===== src/rtl/amp_i2c_arbiter.sv =====
// amp_i2c_arbiter: round-robin arbiter of two register-write requesters onto a byte-write I2C engine, with page caching, NACK retry and bus-free gap.
module amp_i2c_arbiter #(
  parameter logic [6:0] PAGE_REG = 7'h00,
  parameter int MAX_RETRY = 2,
  parameter int GAP_CYC = 8
) (
  input  logic       clk,
  input  logic       resetb,
  input  logic [1:0] req_valid,
  input  logic [5:0] req0_page,
  input  logic [5:0] req1_page,
  input  logic [6:0] req0_addr,
  input  logic [6:0] req1_addr,
  input  logic [7:0] req0_data,
  input  logic [7:0] req1_data,
  output logic [1:0] req_ack,
  output logic       req_err,
  output logic       eng_start,
  output logic [6:0] eng_addr,
  output logic [7:0] eng_data,
  input  logic       eng_done,
  input  logic       eng_nack,
  output logic       busy
);
  localparam int RW = MAX_RETRY > 0 ? $clog2(MAX_RETRY + 1) : 1;
  localparam int GW = $clog2(GAP_CYC + 1);
  typedef enum logic [2:0] {IDLE, PAGE_ISSUE, PAGE_WAIT, WR_ISSUE, WR_WAIT, GAP, DONE} state_t;
  state_t state, gap_next;
  logic [RW-1:0] retry;
  logic [GW-1:0] gap_cnt;
  logic cache_vld, grant, last_grant, err, g, hit, can_retry;
  logic [5:0] cache_page, lpage, gpage;
  logic [6:0] laddr, gaddr;
  logic [7:0] ldata, gdata;
  logic [1:0] ack_vec;
  always_comb begin
    g = &req_valid ? ~last_grant : req_valid[1];
    gpage = g ? req1_page : req0_page;
    gaddr = g ? req1_addr : req0_addr;
    gdata = g ? req1_data : req0_data;
    hit = cache_vld && cache_page == gpage;
    can_retry = retry < RW'(MAX_RETRY);
    ack_vec = grant ? 2'b10 : 2'b01;
  end
  always_ff @(posedge clk) begin
    if (!resetb) begin
      state <= IDLE;
      gap_next <= IDLE;
      retry <= '0;
      gap_cnt <= '0;
      cache_vld <= 1'b0;
      cache_page <= '0;
      grant <= 1'b0;
      last_grant <= 1'b1;
      err <= 1'b0;
      lpage <= '0;
      laddr <= '0;
      ldata <= '0;
      req_ack <= '0;
      req_err <= 1'b0;
      eng_start <= 1'b0;
      eng_addr <= '0;
      eng_data <= '0;
      busy <= 1'b0;
    end else begin
      case (state)
        IDLE: if (|req_valid) begin
          grant <= g;
          last_grant <= g;
          lpage <= gpage;
          laddr <= gaddr;
          ldata <= gdata;
          err <= 1'b0;
          busy <= 1'b1;
          eng_start <= 1'b1;
          state <= hit ? WR_ISSUE : PAGE_ISSUE;
          eng_addr <= hit ? gaddr : PAGE_REG;
          eng_data <= hit ? gdata : {2'b00, gpage};
        end
        PAGE_ISSUE: begin
          eng_start <= 1'b0;
          state <= PAGE_WAIT;
        end
        WR_ISSUE: begin
          eng_start <= 1'b0;
          state <= WR_WAIT;
        end
        PAGE_WAIT: if (eng_done) begin
          gap_cnt <= '0;
          if (!eng_nack) begin
            cache_vld <= 1'b1;
            cache_page <= lpage;
            retry <= '0;
            state <= GAP;
            gap_next <= WR_ISSUE;
          end else if (can_retry) begin
            retry <= retry + 1'b1;
            state <= GAP;
            gap_next <= PAGE_ISSUE;
          end else begin
            cache_vld <= 1'b0;
            err <= 1'b1;
            state <= DONE;
            req_ack <= ack_vec;
            req_err <= 1'b1;
          end
        end
        WR_WAIT: if (eng_done) begin
          gap_cnt <= '0;
          if (!eng_nack) begin
            err <= 1'b0;
            state <= GAP;
            gap_next <= DONE;
          end else if (can_retry) begin
            retry <= retry + 1'b1;
            state <= GAP;
            gap_next <= WR_ISSUE;
          end else begin
            err <= 1'b1;
            state <= DONE;
            req_ack <= ack_vec;
            req_err <= 1'b1;
          end
        end
        GAP: begin
          gap_cnt <= gap_cnt + 1'b1;
          if (gap_cnt == GW'(GAP_CYC - 1)) begin
            state <= gap_next;
            req_ack <= gap_next == DONE ? ack_vec : 2'b00;
            req_err <= gap_next == DONE && err;
            eng_start <= gap_next != DONE;
            eng_addr <= gap_next == PAGE_ISSUE ? PAGE_REG : laddr;
            eng_data <= gap_next == PAGE_ISSUE ? {2'b00, lpage} : ldata;
          end
        end
        DONE: begin
          req_ack <= '0;
          req_err <= 1'b0;
          retry <= '0;
          busy <= 1'b0;
          state <= IDLE;
        end
        default: state <= IDLE;
      endcase
    end
  end
endmodule

===== config.mk =====
export PLATFORM = sky130hd
export DESIGN_NAME = amp_i2c_arbiter
export DESIGN_NICKNAME = d
export VERILOG_FILES = /design/src/rtl/amp_i2c_arbiter.sv
export SDC_FILE = /design/constraint.sdc
export NUM_CORES = 1
export LEC_CHECK = 0
export CAP_MARGIN = 20
export CORE_MARGIN = 8
export CORE_UTILIZATION = 56
export CTS_CLUSTER_DIAMETER = 120
export DETAILED_ROUTE_END_ITERATION = 8
export GPL_TIMING_DRIVEN = 0
export PLACE_DENSITY = 0.86
export SYNTH_ARGS = -nofsm -noshare
export SYNTH_HDL_FRONTEND = slang
export SYNTH_SLANG_ARGS = --single-unit
export TNS_END_PERCENT = 10

===== constraint.sdc =====
create_clock -name clk -period 5.1 [get_ports clk]
set_clock_uncertainty 0.15 [all_clocks]
set_input_delay 1.02 -clock clk [delete_from_list [all_inputs] [get_ports clk]]
set_output_delay 1.02 -clock clk [all_outputs]
set_load 0.01 [all_outputs]

==> flow_metrics.env, run 1 <==
export IMPL_h_tree_depth=3
export IMPL_yosys_area_top_type_share=0.373
export IMPL_status="completed"
export IMPL_vias=3515
export IMPL_cts_hold_buffers=0
export IMPL_worstHoldPathCells=2
export IMPL_wl_per_cell_um=18.1
export IMPL_via_per_inst=6.11
export IMPL_ff2ff_setup_slack_ns=2.59
export IMPL_die_x_um=93.7
export IMPL_grt_overflow=0
export IMPL_avgSynthCellArea_um2=8.08
export IMPL_dieArea_um2=8790
export IMPL_synth_seq_cells=63
export IMPL_insertion_delay_ns=0.34
export IMPL_fin_util=0.742
export IMPL_gp_congestion=0.942
export IMPL_seq_area_frac_synth=0.373
export IMPL_routed_wl_mm=10.4
export IMPL_clockBufferDepth=2
export IMPL_cp_slowest_cell="clkdlybuf4s50_1"
export IMPL_grt_setup_unrepaired="no"
export IMPL_insertedDiodeCount=0
export IMPL_drt_iter0_markers=390
export IMPL_worstSetupEndpointType="register"
export IMPL_grt_pass1_vias=3396
export IMPL_layout_common_cells="66 x clkdlybuf4s50_1, 63 x dfxtp_1, 62 x nor2_1, 33 x nand2_1, 32 x o21ai_0"
export IMPL_final_common_cell="clkdlybuf4s50_1"
export IMPL_grt_max_degree=11
export IMPL_io_pins=68
export IMPL_cts_tree="built"
export IMPL_clkSinkCount=63
export IMPL_stdcell_count=575
export IMPL_placed_cells=560
export IMPL_start_util=0.575
export IMPL_start_kind="primary input"
export IMPL_synthCells=419
export IMPL_cp_data_required_time_ns=5.19
export IMPL_die_h_um=93.7
export IMPL_async_flop_share=0
export IMPL_first_pass_iters=5
export IMPL_cts_setup_buffers=0
export IMPL_crit_chain="clkdlybuf4s50_1 > a21boi_2 > buf_6 > mux2i_1 > nor2_1 > clkbuf_1 > or3b_1 > a32o_1"
export IMPL_holdPathEnd="eng_addr[2]"
export IMPL_max_freq_mhz=290
export IMPL_reg2reg_depth=7
export IMPL_r2r_end="eng_data[4]"
export IMPL_max_cap_viol_count=0
export IMPL_fin_crit_ns=3.45
export IMPL_core_area_um2=5890
export IMPL_netlist_area_um2=3380
export IMPL_slowest_delay_ns=0.55
export IMPL_hp_start="laddr[2]"
export IMPL_clk_pin_slew_ns=0.07
export IMPL_root_buffer="clkbuf_8"
export IMPL_r2r_start="last_grant"
export IMPL_ys_flop_type="dfxtp_1"
export IMPL_fin_area_um2=4370
export IMPL_leakagePower_nw=1.64
export IMPL_critPathKind="primary input to register"
export IMPL_drv_slew=0
export IMPL_dpl_instance_area_um2=4140
export IMPL_post_synth_num_cell_types=53
export IMPL_crit_fanout=10
export IMPL_synth_nets=469
export IMPL_rows=28
export IMPL_ir_worst_vdd_mv=0.307
export IMPL_layout_drive_gt1_share=0.0640
export IMPL_finalSetupTns_ns=0
export IMPL_place_detailed_hpwl_mm=7.66
export IMPL_slew_headroom=0.243
export IMPL_antenna_found_initial=0
export IMPL_powerDensity_nw_per_um2=500
export IMPL_cts_made_buffers=9
export IMPL_crit_arrival_ns=3.54
export IMPL_cts_resized_gates=0
export IMPL_grtUsageTotal=0.237
export IMPL_io_buffers=66
export IMPL_nNetsFinal=546
export IMPL_synthToLayoutAreaGrowth_pct=29.1
export IMPL_final_hold_viol_count=0
export IMPL_synth_area_leaders="dfxtp_1 37%, mux2i_1 8.6%, nor2_1 6.9%"
export IMPL_ys_warn_count=0
export IMPL_grt_pass1_wl_mm=16.7
export IMPL_setup_viol=0
export IMPL_yosysTopAreaCell="dfxtp_1"
export IMPL_finalCritPeriodShare=0.676
export IMPL_worst_slew_pin_slew_ns=1.11
export IMPL_whs_ns=0.322
export IMPL_drc=0
export IMPL_drt_antenna_violating_nets=0
export IMPL_synth_edff_count=0
export IMPL_hold_class="register to register"
-- registers in the layout, summed over array words and instances, names as in the netlist, 2 cells and up --
signal	flops
cache_page	6
req_ack	2
ldata	8
lpage	6
eng_addr	7
state	3
retry	2
gap_next	3
laddr	7
gap_cnt	4
eng_data	8
-- through the flow --
stage / power (mW) / worst slack, ns
after floorplan: 1.32 / 2.30
after global placement: 1.64 / 1.38
after detailed placement: 1.66 / 1.31
after CTS: 2.17 / 1.65
after global routing: 2.31 / 1.49
final: 2.18 / 1.65
-- per-layer routing --
| layer | share of wire | global-route usage | routed length (um) |
|---|---|---|---|
| met1 | 0.44 | 0.303 | 4600 |
| met5 | 0 | 0 | 0 |
| met2 | 0.47 | 0.374 | 4860 |
| met4 | 0.027 | 0.114 | 276 |
| met3 | 0.064 | 0.0448 | 663 |
-- where the power goes --
part / switching (mW) / internal (mW)
Sequential: 0.0993 / 0.644
Clock: 0.193 / 0.312
Combinational: 0.542 / 0.392
Total: 0.835 / 1.35
-- layout make-up --
cell class                 instances  area (um2)
multi-input combinational        305        1900
fill                             447        1520
sequential                        63        1260
timing repair buffer              66         661
clock buffer                      12         165
buffer                            30         141
tap                               75        93.8
inverter                          21        78.8
clock inverter                     3        65.1
-- worst max-delay path by stage --
stage	to	depth (start not counted)	slack (ns)	from
6_report	eng_data[4]	8	1.65	req_valid[1]
5_1_grt	eng_addr[1]	8	1.49	req_valid[1]
4_1_cts	eng_addr[1]	8	1.65	req_valid[1]
3_5_place_dp	eng_addr[1]	8	1.31	req_valid[1]
3_3_place_gp	eng_addr[1]	8	1.38	req_valid[1]
2_1_floorplan	eng_data[4]	7	2.30	req_valid[1]
-- synthesized netlist by cell type (all sizes together), types with 3 or more instances --
master / n
a22oi: 3
nor3: 4
inv: 21
o21a: 5
nor2: 63
nor2b: 5
xor2: 4
and2: 3
o22ai: 10
o311ai: 6
buf: 13
nand2b: 4
a211oi: 18
nand2: 33
a2111oi: 3
nand3: 6
a21o: 5
a21oi: 19
mux2i: 29
clkbuf: 17
dfxtp: 63
o21ai: 32
or4: 11
a31oi: 12
a311oi: 4
-- cell families (layout without fill, tap and decap cells) --
group / Yosys count / after routing / synth area share
DFF: 63 / 63 / 0.373
and+or+nand+nor: 138 / 138 / 0.190
muxes: 29 / 29 / 0.0858
AOI/OAI and AO/OA: 131 / 131 / 0.265
buffers and inverters: 51 / 132 / 0.0651
adders and majority gates: 3 / 3 / 0.0104
xor gates and xnor gates: 4 / 4 / 0.0104
-- worst max-delay path: cells and delay by family --
kind	cells	cell delay [ns]
buf+inv	3	1.00
simple gates	2	0.53
mux	1	0.37
compound gates	2	0.60
Power figures use the tool's default switching activity.
==> inputs of run 2 (changes only) <==
- CORE_UTILIZATION: 56 -> 47
- PLACE_DENSITY: 0.86 -> 0.77
- clock period: 5.1 -> 3.1 ns (I/O delays scaled with it)
==> run 2 against run 1 <==
  * Clock-buffer cell count down 2
  * Highest routed layer unchanged
  * Global-route usage is 3.4 points lower
  * Combinational power grew 63%
  * Setup slack got worse by 1.5 ns
  * Clock power increased by 63%
  * Sequential cell count is the same
  * Wire length decreased by 2.2%
  * Sequential power increased by 64%
  * Hold slack got worse by 0.0073 ns
  * First-iteration DRC count down 24%
  * Via count down 1.1%
==> flow_metrics.env, run 2 (synthesis results as in run 1) <==
export IMPL_cts_hold_buffers=0
export IMPL_antenna_found_initial=0
export IMPL_start_util=0.477
export IMPL_fin_crit_ns=2.96
export IMPL_grtUsageTotal=0.204
export IMPL_critPathKind="primary input to register"
export IMPL_cts_tree="built"
export IMPL_crit_fanout=10
export IMPL_start_kind="primary input"
export IMPL_placed_cells=584
export IMPL_leakagePower_nw=1.63
export IMPL_place_detailed_hpwl_mm=7.53
export IMPL_slew_headroom=0.367
export IMPL_stdcell_count=600
export IMPL_status="completed"
export IMPL_finalCritPeriodShare=0.956
export IMPL_clk_pin_slew_ns=0.08
export IMPL_clockBufferDepth=2
export IMPL_cts_setup_buffers=0
export IMPL_layout_drive_gt1_share=0.0679
export IMPL_final_hold_viol_count=0
export IMPL_worst_slew_pin_slew_ns=0.925
export IMPL_cts_made_buffers=9
export IMPL_gp_congestion=0.914
export IMPL_clkSinkCount=63
export IMPL_grt_overflow=0
export IMPL_nNetsFinal=546
export IMPL_ir_worst_vdd_mv=0.386
export IMPL_hold_class="register to register"
export IMPL_die_h_um=101
export IMPL_reg_top3="eng_data: 8 flops, ldata: 8 flops"
export IMPL_drt_iter0_markers=295
export IMPL_dieArea_um2=10200
export IMPL_io_buffers=66
export IMPL_cts_resized_gates=0
export IMPL_rows=31
export IMPL_worstSetupEndpointType="register"
export IMPL_core_area_um2=7100
export IMPL_drc=0
export IMPL_synthToLayoutAreaGrowth_pct=30.1
export IMPL_dpl_instance_area_um2=4170
export IMPL_final_common_cell="clkdlybuf4s50_1"
export IMPL_fin_area_um2=4400
export IMPL_drv_slew=0
export IMPL_via_per_inst=5.79
export IMPL_layout_common_cells="66 x clkdlybuf4s50_1, 63 x dfxtp_1, 62 x nor2_1, 33 x nand2_1, 32 x o21ai_0"
export IMPL_insertedDiodeCount=0
export IMPL_insertion_delay_ns=0.34
export IMPL_grt_max_degree=13
export IMPL_die_x_um=101
export IMPL_io_pins=68
export IMPL_cp_data_required_time_ns=3.23
export IMPL_drt_antenna_violating_nets=0
export IMPL_powerDensity_nw_per_um2=811
export IMPL_grt_pass1_wl_mm=16.5
export IMPL_setup_viol=0
export IMPL_root_buffer="clkbuf_8"
export IMPL_h_tree_depth=3
export IMPL_crit_arrival_ns=3.09
export IMPL_routed_wl_mm=10.2
export IMPL_max_freq_mhz=337
export IMPL_wl_per_cell_um=17.0
export IMPL_nFillCells=644
export IMPL_grt_setup_unrepaired="no"
export IMPL_grt_pass1_vias=3334
export IMPL_vias=3476
export IMPL_first_pass_iters=7
export IMPL_max_cap_viol_count=0
[run 2: path summary, 6_finish.rpt]
| check | start | endpoint | slack (ns) | cells past startpoint |
|---|---|---|---|---|
| max | req_valid[1] | eng_addr[1] | 0.14 | 8 |
| min reg2reg | gap_cnt[3] | gap_cnt[3] | 0.31 | 1 |
| min | gap_cnt[3] | gap_cnt[3] | 0.31 | 1 |
| max reg2reg | last_grant | eng_addr[1] | 0.67 | 7 |
[run 2: worst max-delay path: stages]
cell             delay [ns]
clkdlybuf4s50_1        0.54
a21boi_2               0.32
mux2i_1                0.41
o22a_1                 0.21
nand3_2                0.12
buf_2                  0.22
or4_1                  0.52
a31oi_1                0.13
[run 2: metal layers]
metal / vias to the layer above / track usage / share of wire
met1: 1659 / 0.266 / 0.46
li1: 1671 / - / -
met4: 0 / 0.0767 / 0.014
met3: 12 / 0.0373 / 0.057
met2: 134 / 0.323 / 0.47
met5: - / 0 / 0
[run 2: final cells by class]
class / count / area (um2) / share of cell area
Inverter: 21 / 78.8 / 0.0179
Tap cell: 99 / 124 / 0.0281
Timing Repair Buffer: 66 / 661 / 0.150
Clock inverter: 6 / 92.6 / 0.0210
Sequential cell: 63 / 1260 / 0.286
Buffer: 30 / 141 / 0.0321
Clock buffer: 10 / 138 / 0.0313
Multi-Input combinational cell: 305 / 1910 / 0.433
[run 2: stage by stage]
| step | setup WS, ns | util | TNS, ns | hold WS [ns] | total power [mW] |
|---|---|---|---|---|---|
| 3_3_place_gp | -0.172 | 0.587 | -1.67 | 0.297 | 2.69 |
| 2_1_floorplan | 0.703 | - | 0 | 0.273 | 2.17 |
| 4_1_cts | 0.148 | 0.620 | 0 | 0.313 | 3.56 |
| 5_1_grt | 0.0394 | 0.620 | 0 | 0.344 | 3.79 |
| 3_5_place_dp | -0.202 | 0.587 | -2.02 | 0.297 | 2.73 |
| 6_report | 0.135 | 0.620 | 0 | 0.314 | 3.57 |
[run 2: where the power goes]
group	internal, mW	leakage, nW	switching [mW]
clock network	0.479	0.109	0.347
logic	0.646	1.01	0.877
registers	1.06	0.518	0.162
